File: src/rtl/fifo_pkg.sv
// Shared definitions for the FIFO read-side packer: accumulator state
// names, the counter-width helper and the idle-timer width.
package fifo_pkg;

    // Packer state as seen from the accumulator fill count.
    typedef enum logic [1:0] {
        EMPTY,
        FILL,
        FULL
    } fifo_pk_state_t;

    // Idle counter width; wide enough for TIMEOUT up to 255.
    localparam int unsigned PK_IDLE_W = 8;

    // Width of a counter that must hold 0..n inclusive (n a power of two).
    function automatic int unsigned clog2p1(input int unsigned n);
        return $clog2(n) + 1;
    endfunction

endpackage

File: src/rtl/fifo_rd_packer_idle_timer.sv
// Idle timer for the packer: counts cycles spent partially filled with no
// entry available and raises flush once TIMEOUT such cycles have elapsed.
// Only instantiated when FIFO_RD_PACKER_FLUSH_EN is defined.
module fifo_rd_packer_idle_timer
    import fifo_pkg::*;
#(
    parameter int unsigned TIMEOUT = 16
) (
    input  logic rclk,
    input  logic rrst_n,
    input  logic in_fill,   // accumulator holds a partial word
    input  logic pop,       // an entry is popped this cycle
    output logic flush
);

    localparam logic [PK_IDLE_W-1:0] IDLE_LAST = PK_IDLE_W'(TIMEOUT - 1);

    logic [PK_IDLE_W-1:0] idle_q, idle_d;

    // Next idle count: cleared outside FILL or on a pop, saturates at the
    // terminal value so a flush blocked by a busy output stays pending.
    always_comb begin
        idle_d = '0;
        if (in_fill && !pop) begin
            idle_d = (idle_q == IDLE_LAST) ? idle_q : idle_q + 1'b1;
        end
    end

    // Idle counter register.
    always_ff @(posedge rclk or negedge rrst_n) begin
        if (!rrst_n) begin
            idle_q <= '0;
        end else begin
            idle_q <= idle_d;
        end
    end

    assign flush = in_fill && !pop && (idle_q == IDLE_LAST);

endmodule

File: src/rtl/fifo_rd_packer.sv
// Read-domain packer: pops DSIZE-bit entries from the async FIFO's
// show-ahead port and packs RATIO of them (lane 0 first) into one word on a
// valid/ready stream. Defining FIFO_RD_PACKER_FLUSH_EN adds an idle-timeout
// flush that emits partial words with a lane keep mask.
module fifo_rd_packer
    import fifo_pkg::*;
#(
    parameter int unsigned DSIZE   = 8,
    parameter int unsigned RATIO   = 4,
    parameter int unsigned TIMEOUT = 16
) (
    input  logic                     rclk,
    input  logic                     rrst_n,
    input  logic [DSIZE-1:0]         fifo_rdata,
    input  logic                     fifo_rempty,
    output logic                     fifo_rinc,
    output logic [DSIZE*RATIO-1:0]   out_data,
    output logic [RATIO-1:0]         out_keep,
    output logic                     out_valid,
    input  logic                     out_ready
);

    localparam int unsigned    CW       = clog2p1(RATIO);
    localparam logic [CW-1:0]  CNT_FULL = CW'(RATIO);

    // Elaboration-time parameter sanity checks.
    if (RATIO < 2 || RATIO > 16 || (RATIO & (RATIO - 1)) != 0) begin : g_bad_ratio
        $error("fifo_rd_packer: RATIO must be a power of two in 2..16");
    end
    if (TIMEOUT < 2 || TIMEOUT > 255) begin : g_bad_timeout
        $error("fifo_rd_packer: TIMEOUT must be in 2..255");
    end

    logic [CW-1:0]            cnt_q, cnt_d;
    logic [DSIZE-1:0]         lane_q [RATIO];
    logic [DSIZE-1:0]         lane_d [RATIO];
    logic [DSIZE*RATIO-1:0]   data_q, data_d;
    logic [RATIO-1:0]         keep_q, keep_d;
    logic                     valid_q, valid_d;

    fifo_pk_state_t           state;
    logic                     slot_free;
    logic                     flush;
    logic                     xfer;
    logic                     pop;
    logic [CW-1:0]            wr_idx;
    logic [DSIZE*RATIO-1:0]   acc_word;
    logic [RATIO-1:0]         acc_keep;

    // State is a pure decode of the fill count.
    always_comb begin
        if (cnt_q == '0) begin
            state = EMPTY;
        end else if (cnt_q == CNT_FULL) begin
            state = FULL;
        end else begin
            state = FILL;
        end
    end

`ifdef FIFO_RD_PACKER_FLUSH_EN
    logic in_fill;
    assign in_fill = (state == FILL);

    // In FILL a pop happens exactly when the FIFO is non-empty, so the timer
    // looks at !fifo_rempty rather than fifo_rinc to keep flush off the
    // xfer -> fifo_rinc path.
    fifo_rd_packer_idle_timer #(
        .TIMEOUT (TIMEOUT)
    ) u_idle_timer (
        .rclk    (rclk),
        .rrst_n  (rrst_n),
        .in_fill (in_fill),
        .pop     (!fifo_rempty),
        .flush   (flush)
    );
`else
    assign flush = 1'b0;
`endif

    assign slot_free = !valid_q || out_ready;
    assign xfer      = ((state == FULL) || flush) && slot_free;
    assign pop       = !fifo_rempty && ((state != FULL) || xfer);
    assign fifo_rinc = pop;

    // Flatten the accumulator lanes and build the keep mask for a transfer.
    always_comb begin
        acc_word = '0;
        acc_keep = '0;
        for (int unsigned k = 0; k < RATIO; k++) begin
            acc_word[k*DSIZE +: DSIZE] = lane_q[k];
`ifdef FIFO_RD_PACKER_FLUSH_EN
            acc_keep[k] = (CW'(k) < cnt_q);
`else
            acc_keep[k] = 1'b1;
`endif
        end
    end

    // Accumulator next state: a transfer empties it, and a pop in the same
    // cycle lands in lane 0 of the freshly cleared accumulator.
    always_comb begin
        cnt_d  = cnt_q;
        wr_idx = xfer ? '0 : cnt_q;
        for (int unsigned k = 0; k < RATIO; k++) begin
            lane_d[k] = xfer ? '0 : lane_q[k];
        end
        if (xfer) begin
            cnt_d = '0;
        end
        if (pop) begin
            for (int unsigned k = 0; k < RATIO; k++) begin
                if (CW'(k) == wr_idx) begin
                    lane_d[k] = fifo_rdata;
                end
            end
            cnt_d = wr_idx + 1'b1;
        end
    end

    // Output register next state: load on transfer, drop valid on accept.
    always_comb begin
        data_d  = data_q;
        keep_d  = keep_q;
        valid_d = valid_q;
        if (xfer) begin
            data_d  = acc_word;
            keep_d  = acc_keep;
            valid_d = 1'b1;
        end else if (valid_q && out_ready) begin
            valid_d = 1'b0;
        end
    end

    // Accumulator registers.
    always_ff @(posedge rclk or negedge rrst_n) begin
        if (!rrst_n) begin
            cnt_q <= '0;
            for (int unsigned k = 0; k < RATIO; k++) begin
                lane_q[k] <= '0;
            end
        end else begin
            cnt_q <= cnt_d;
            for (int unsigned k = 0; k < RATIO; k++) begin
                lane_q[k] <= lane_d[k];
            end
        end
    end

    // Single-entry output register.
    always_ff @(posedge rclk or negedge rrst_n) begin
        if (!rrst_n) begin
            data_q  <= '0;
            keep_q  <= '0;
            valid_q <= 1'b0;
        end else begin
            data_q  <= data_d;
            keep_q  <= keep_d;
            valid_q <= valid_d;
        end
    end

    assign out_data  = data_q;
    assign out_keep  = keep_q;
    assign out_valid = valid_q;

endmodule

File: config.mk
export PLATFORM = sky130hd
export DESIGN_NAME = fifo_rd_packer
export DESIGN_NICKNAME = d
export VERILOG_FILES = /design/src/rtl/fifo_pkg.sv /design/src/rtl/fifo_rd_packer_idle_timer.sv /design/src/rtl/fifo_rd_packer.sv
export SDC_FILE = /design/constraint.sdc
export NUM_CORES = 1
export LEC_CHECK = 0
export CORE_MARGIN = 2
export CORE_UTILIZATION = 56
export CTS_CLUSTER_DIAMETER = 40
export DETAILED_ROUTE_END_ITERATION = 10
export DONT_BUFFER_PORTS = 1
export PLACE_DENSITY = 0.74
export SYNTH_ARGS = -nofsm -noshare
export SYNTH_HDL_FRONTEND = slang
export SYNTH_HIERARCHICAL = 1
export SYNTH_SLANG_ARGS = --single-unit
File: constraint.sdc
create_clock -name rclk -period 1.8 [get_ports rclk]
set_input_delay 0.09 -clock rclk [delete_from_list [all_inputs] [get_ports rclk]]
set_output_delay 0.09 -clock rclk [all_outputs]
set_load 0.01 [all_outputs]
# Word level (Yosys, flattened, before mapping)
# Cells that the tools add are included.
dict set report totals {
  input_bits 12
  register_bits 69
  wordCells 40
  out_inout_bits 38
}
dict set report classes {
  n_eq_ne 6
  reduce_logical 10
  add_sub_neg 1
  mux 15
}
# cell n
set op_table {}
lappend op_table {{two-way mux 8 bit} 8}
lappend op_table {{two-way mux 32 bit} 1}
lappend op_table {{equality test 2 x 3 -> 1 bit, first input constant} 2}
lappend op_table {{zero test 3 bit} 2}
lappend op_table {{two-way mux 3 bit} 2}
lappend op_table {{two-way mux 2 bit} 2}
lappend op_table {{adder 3 x 1 -> 3 bit, second input constant} 1}
lappend op_table {{equality test 1 x 3 -> 1 bit, first input constant} 1}
lappend op_table {{equality test 3 bit, second input constant} 1}
lappend op_table {{logical AND 1 bit} 3}
lappend op_table {{equality test 2 bit, second input constant} 1}
lappend op_table {{zero test 1 bit} 2}
lappend op_table {{logical OR 1 bit} 2}
lappend op_table {{two-way mux 1 bit} 2}
lappend op_table {{!= test 2 bit, second input constant} 1}
lappend op_table {{nonzero test 2 bit} 1}

# Logic depth before layout (Yosys ltp)
dict set report logic_depth {
  word_depth 9
  depth_mapped 8
  mapped_depth_nobuf 8
}

# Worst setup path after synthesis
# No wires, ideal clock.
dict set report synth_timing {
  path_type {register -> register}
  from {reg valid_q, in the netlist out_valid}
  to {reg lane_q (netlist bit acc_word[24])}
  n_path_buf 1
  arrival_ns 1.599
  setup_time_ns 0.079
  required_time_ns 1.721
  slack_ns 0.121
  stages_incl_launch_ff 8
  cell_sequence {dfrtp_1 -> nor2b_4 -> buf_6 -> o21ai_0 -> ha_1 -> nor2b_1 -> o21ai_4 -> mux2i_1}
}
# element line_no
set synth_rtl {}
lappend synth_rtl {{from (decl)} fifo_rd_packer.sv:39} ;# logic valid_q, valid_d;
lappend synth_rtl {{from (signal assigned)} fifo_rd_packer.sv:159} ;# valid_q <= valid_d;
lappend synth_rtl {{to (signal, indexed assignment)} fifo_rd_packer.sv:145} ;# lane_q[k] <= lane_d[k];
lappend synth_rtl {{to (decl)} fifo_rd_packer.sv:35} ;# logic [DSIZE-1:0] lane_q [RATIO];

# Worst setup path in the final report
dict set report layout_timing {
  from {reg cnt_q[1]}
  to {reg data_q[10], in the netlist out_data[10]}
}
dict set report layout_between {
  elab_chain_cells 5
  word_cells_on_any_way 6
}
# element line_no
set layout_lines {}
lappend layout_lines {{from (decl)} fifo_rd_packer.sv:34} ;# logic [CW-1:0] cnt_q, cnt_d;
lappend layout_lines {{from (signal assigned)} fifo_rd_packer.sv:143} ;# cnt_q <= cnt_d;
lappend layout_lines {{equality test 3 bit} fifo_rd_packer.sv:54} ;# end else if (cnt_q == CNT_FULL) begin
lappend layout_lines {{two-way mux 2 bit} fifo_rd_packer.sv:54}
lappend layout_lines {{two-way mux 2 bit *} fifo_rd_packer.sv:52} ;# if (cnt_q == '0) begin
lappend layout_lines {{equality test 2 bit *} fifo_rd_packer.sv:82} ;# assign xfer = ((state == FULL) || flush) && slot_free;
lappend layout_lines {{logical AND 1 bit *} fifo_rd_packer.sv:82}
lappend layout_lines {{to (signal assigned)} fifo_rd_packer.sv:157} ;# data_q <= data_d;
lappend layout_lines {{to (decl)} fifo_rd_packer.sv:37} ;# logic [DSIZE*RATIO-1:0] data_q, data_d;
# Every way passes the cells marked *; elsewhere a longest branch is shown, timed or not.
# A chain may end at the register's enable or synchronous reset.

==> qor.yml <==
numCtsBuffers: 9
htree_levels: 3
die_w_um: 76.0
synth_cells: 201
fin_crit_ps: 1740
rows: 26
cts_tree: "yes"
grt_max_degree: 70
max_freq_ghz: 0.574
vias: 1683
syn-num-nets: 218
setup_viol: 0
fin_crit_sh_pct: 96.7
hold_path_depth: 4
gr-total-overflow: 0
skew_ps: 8.85
cp-start-kind: "flop"
antenna_cells: 0
remaining_drc_errors: 0
drv_slew: 0
syn_area_mm2: 0.00290
gp_congestion: 0.767
p_leak_nw: 1.67
outcome: "completed"
dieArea_mm2: 0.00578
clockBufferDepth: 2
via_per_inst: 5.61
synth_edf_count: 0
dpl.cell_count: 270
endpoint_kind: "flop"
fin_util_pct: 68.3
power_frac_clock_pct: 27.0
totalPowerFinal_mw: 6.21
netSwitchingFraction_pct: 31.0
portBuffers: 0
die_h_um: 76.0
clock-root-buffer: "clkbuf_8"
ys_types: 25
ys_ff_latch: 69
powerDensity_mw_per_mm2: 1800
combPwrFrac_pct: 28.0
min_from: "fifo_rempty"
wl_per_cell_um: 18.4
arrival_ps: 1970
postRouteAntennaNets: 0
drt_first_pass_iters: 4
avgSynthCellArea_um2: 14.4
fin_cells: 300
hold_path.class: "input port to flop"
dr.first_iter.drc_count: 67
p_int_mw: 4.29
yosysWarnings: 6
rr_worst_depth: 6
path_clk_slew_ps: 70
fill_cells: 359
cts.sinks: 69
relSlewSlack_pct: 70.9
seq_power_share_pct: 45.0
switchingPower_mw: 1.93
mostFrequentLayoutCells: "dfrtp_1, mux2_2, a22o_1, o21ai_0, mux2i_1"
hold_violations: 0
cp.required_ps: 2030
antenna_found_initial: 0
max-vdd-ir-drop_mv: 0.839
max_slew.worst_pin.slew_ps: 437
clk_latency_ps: 350
critPathKind: "flop to flop"
drive_above_1_share_pct: 33.9
setup_tns_ps: 0
maxCapViolCount: 0
dpl.hpwl_um: 3670
layout_commonest_cell: "dfrtp_1"
synth_ff_type: "dfrtp_1"
grt_pass1_vias: 1730
critPathMaxFanout: 13
io_pins: 50
r2r_start: "cnt_q[1]$_DFF_PN0_"
grt_pass1_wl_um: 9100
area_delta_synth_final_pct: 18.7
num-nets-final: 242
wl_um: 5530
start_util_pct: 57.6
grt_usage_pct: 20.7
core-area_mm2: 0.00504
ys_seq_area_share_pct: 59.5
r2r-end: "out_data[10]$_DFFE_PN0P_"
hold_end: "acc_word[26]$_DFF_PN0_"
ys_async_sr_fraction_pct: 100
rrSetupSlack_ps: 60
## Yosys cell counts (3+ instances only)
| master | number | area share, % |
|---|---|---|
| mux2i_1 | 17 | 5.9 |
| dfrtp_1 | 69 | 59 |
| inv_1 | 11 | 1.4 |
| o21ai_0 | 17 | 2.9 |
| mux2_2 | 33 | 13 |
| buf_4 | 4 | 1.0 |
| buf_6 | 6 | 2.3 |
| nand2b_1 | 3 | 0.65 |
| a22o_1 | 16 | 4.8 |
| ha_1 | 5 | 2.2 |
## repair_timing
item,in CTS,in global routing
hold endpoints to repair,102,0
hold buffers,11,0
setup buffers,0,3
setup endpoints to repair,8,33
pin swaps,0,2
gates resized for setup,2,5
## per-layer routing
metal | vias up | share of wire [%] | GRT usage, %
li1 | 760 | - | -
met1 | 851 | 43 | 27.2
met2 | 56 | 49 | 30.8
met3 | 16 | 6.1 | 5.69
met4 | 0 | 2.4 | 12.4
met5 | - | 0 | 0
## kinds of logic after synthesis
| logic type | count (synthesis) | share of synthesized area, % |
|---|---|---|
| AND/OR/NAND/NOR | 11 | 2.93 |
| multiplexers | 50 | 18.7 |
| flip-flops | 69 | 59.5 |
| adder cells (fa/ha/maj) | 5 | 2.16 |
| XOR/XNOR | 1 | 0.302 |
| AO/OA/AOI/OAI | 42 | 11.4 |
| buffers and inverters | 23 | 5.04 |
## through the flow
step                hold slack [ps]  worst slack (ps)  instance area [um^2]
floorplan                      -206               121                  2900
global placement               -204              48.0                  2990
detailed placement             -204             -55.5                  2990
CTS                            25.8              6.59                  3390
global route                   55.2             -26.7                  3440
finish                         53.6              59.0                  3440
## critical path, cell delays in order (launching register included)
cell and delay [ps]:
dfrtp_1 410, inv_2 80, ha_2 200, nand2_1 150, nor2_8 250, buf_12 180
mux2_2 340
## sequential cells by signal, indices dropped and copies added, names as in the netlist
name and cells:
out_valid 1, acc_word 32, out_data 32, cnt_q 3
out_keep 1
## power by group through the flow
stage | logic [mW] | registers [mW] | clock network, mW
6_report | 1.74 | 2.79 | 1.68
5_1_grt | 1.93 | 2.88 | 1.78
4_1_cts | 1.66 | 2.80 | 1.71
3_5_place_dp | 1.58 | 2.83 | 0
3_3_place_gp | 1.49 | 2.79 | 0
2_1_floorplan | 1.32 | 2.66 | 0
## how the worst max path moves through the flow
stage / from / to / slack [ps]
after floorplan: out_valid$_DFFE_PN0P_ / acc_word[24]$_DFF_PN0_ / 120
after global placement: cnt_q[1]$_DFF_PN0_ / acc_word[25]$_DFF_PN0_ / 50
after CTS: cnt_q[1]$_DFF_PN0_ / acc_word[27]$_DFF_PN0_ / 7
after detailed placement: cnt_q[1]$_DFF_PN0_ / acc_word[27]$_DFF_PN0_ / -60
final: cnt_q[1]$_DFF_PN0_ / out_data[10]$_DFFE_PN0P_ / 60
after global routing: cnt_q[1]$_DFF_PN0_ / acc_word[27]$_DFF_PN0_ / -30
## area by class of cell
| class | count | area, um^2 | share of cell area (%) |
|---|---|---|---|
| inverter | 11 | 41.3 | 1.20 |
| timing repair buffer | 25 | 270 | 7.85 |
| multi-input combinational | 109 | 1050 | 30.4 |
| clock inverter | 6 | 134 | 3.89 |
| sequential | 69 | 1730 | 50.1 |
| tap | 70 | 87.6 | 2.54 |
| clock buffer | 10 | 138 | 4.00 |
Note: power is estimated with default switching activity, not from simulation.
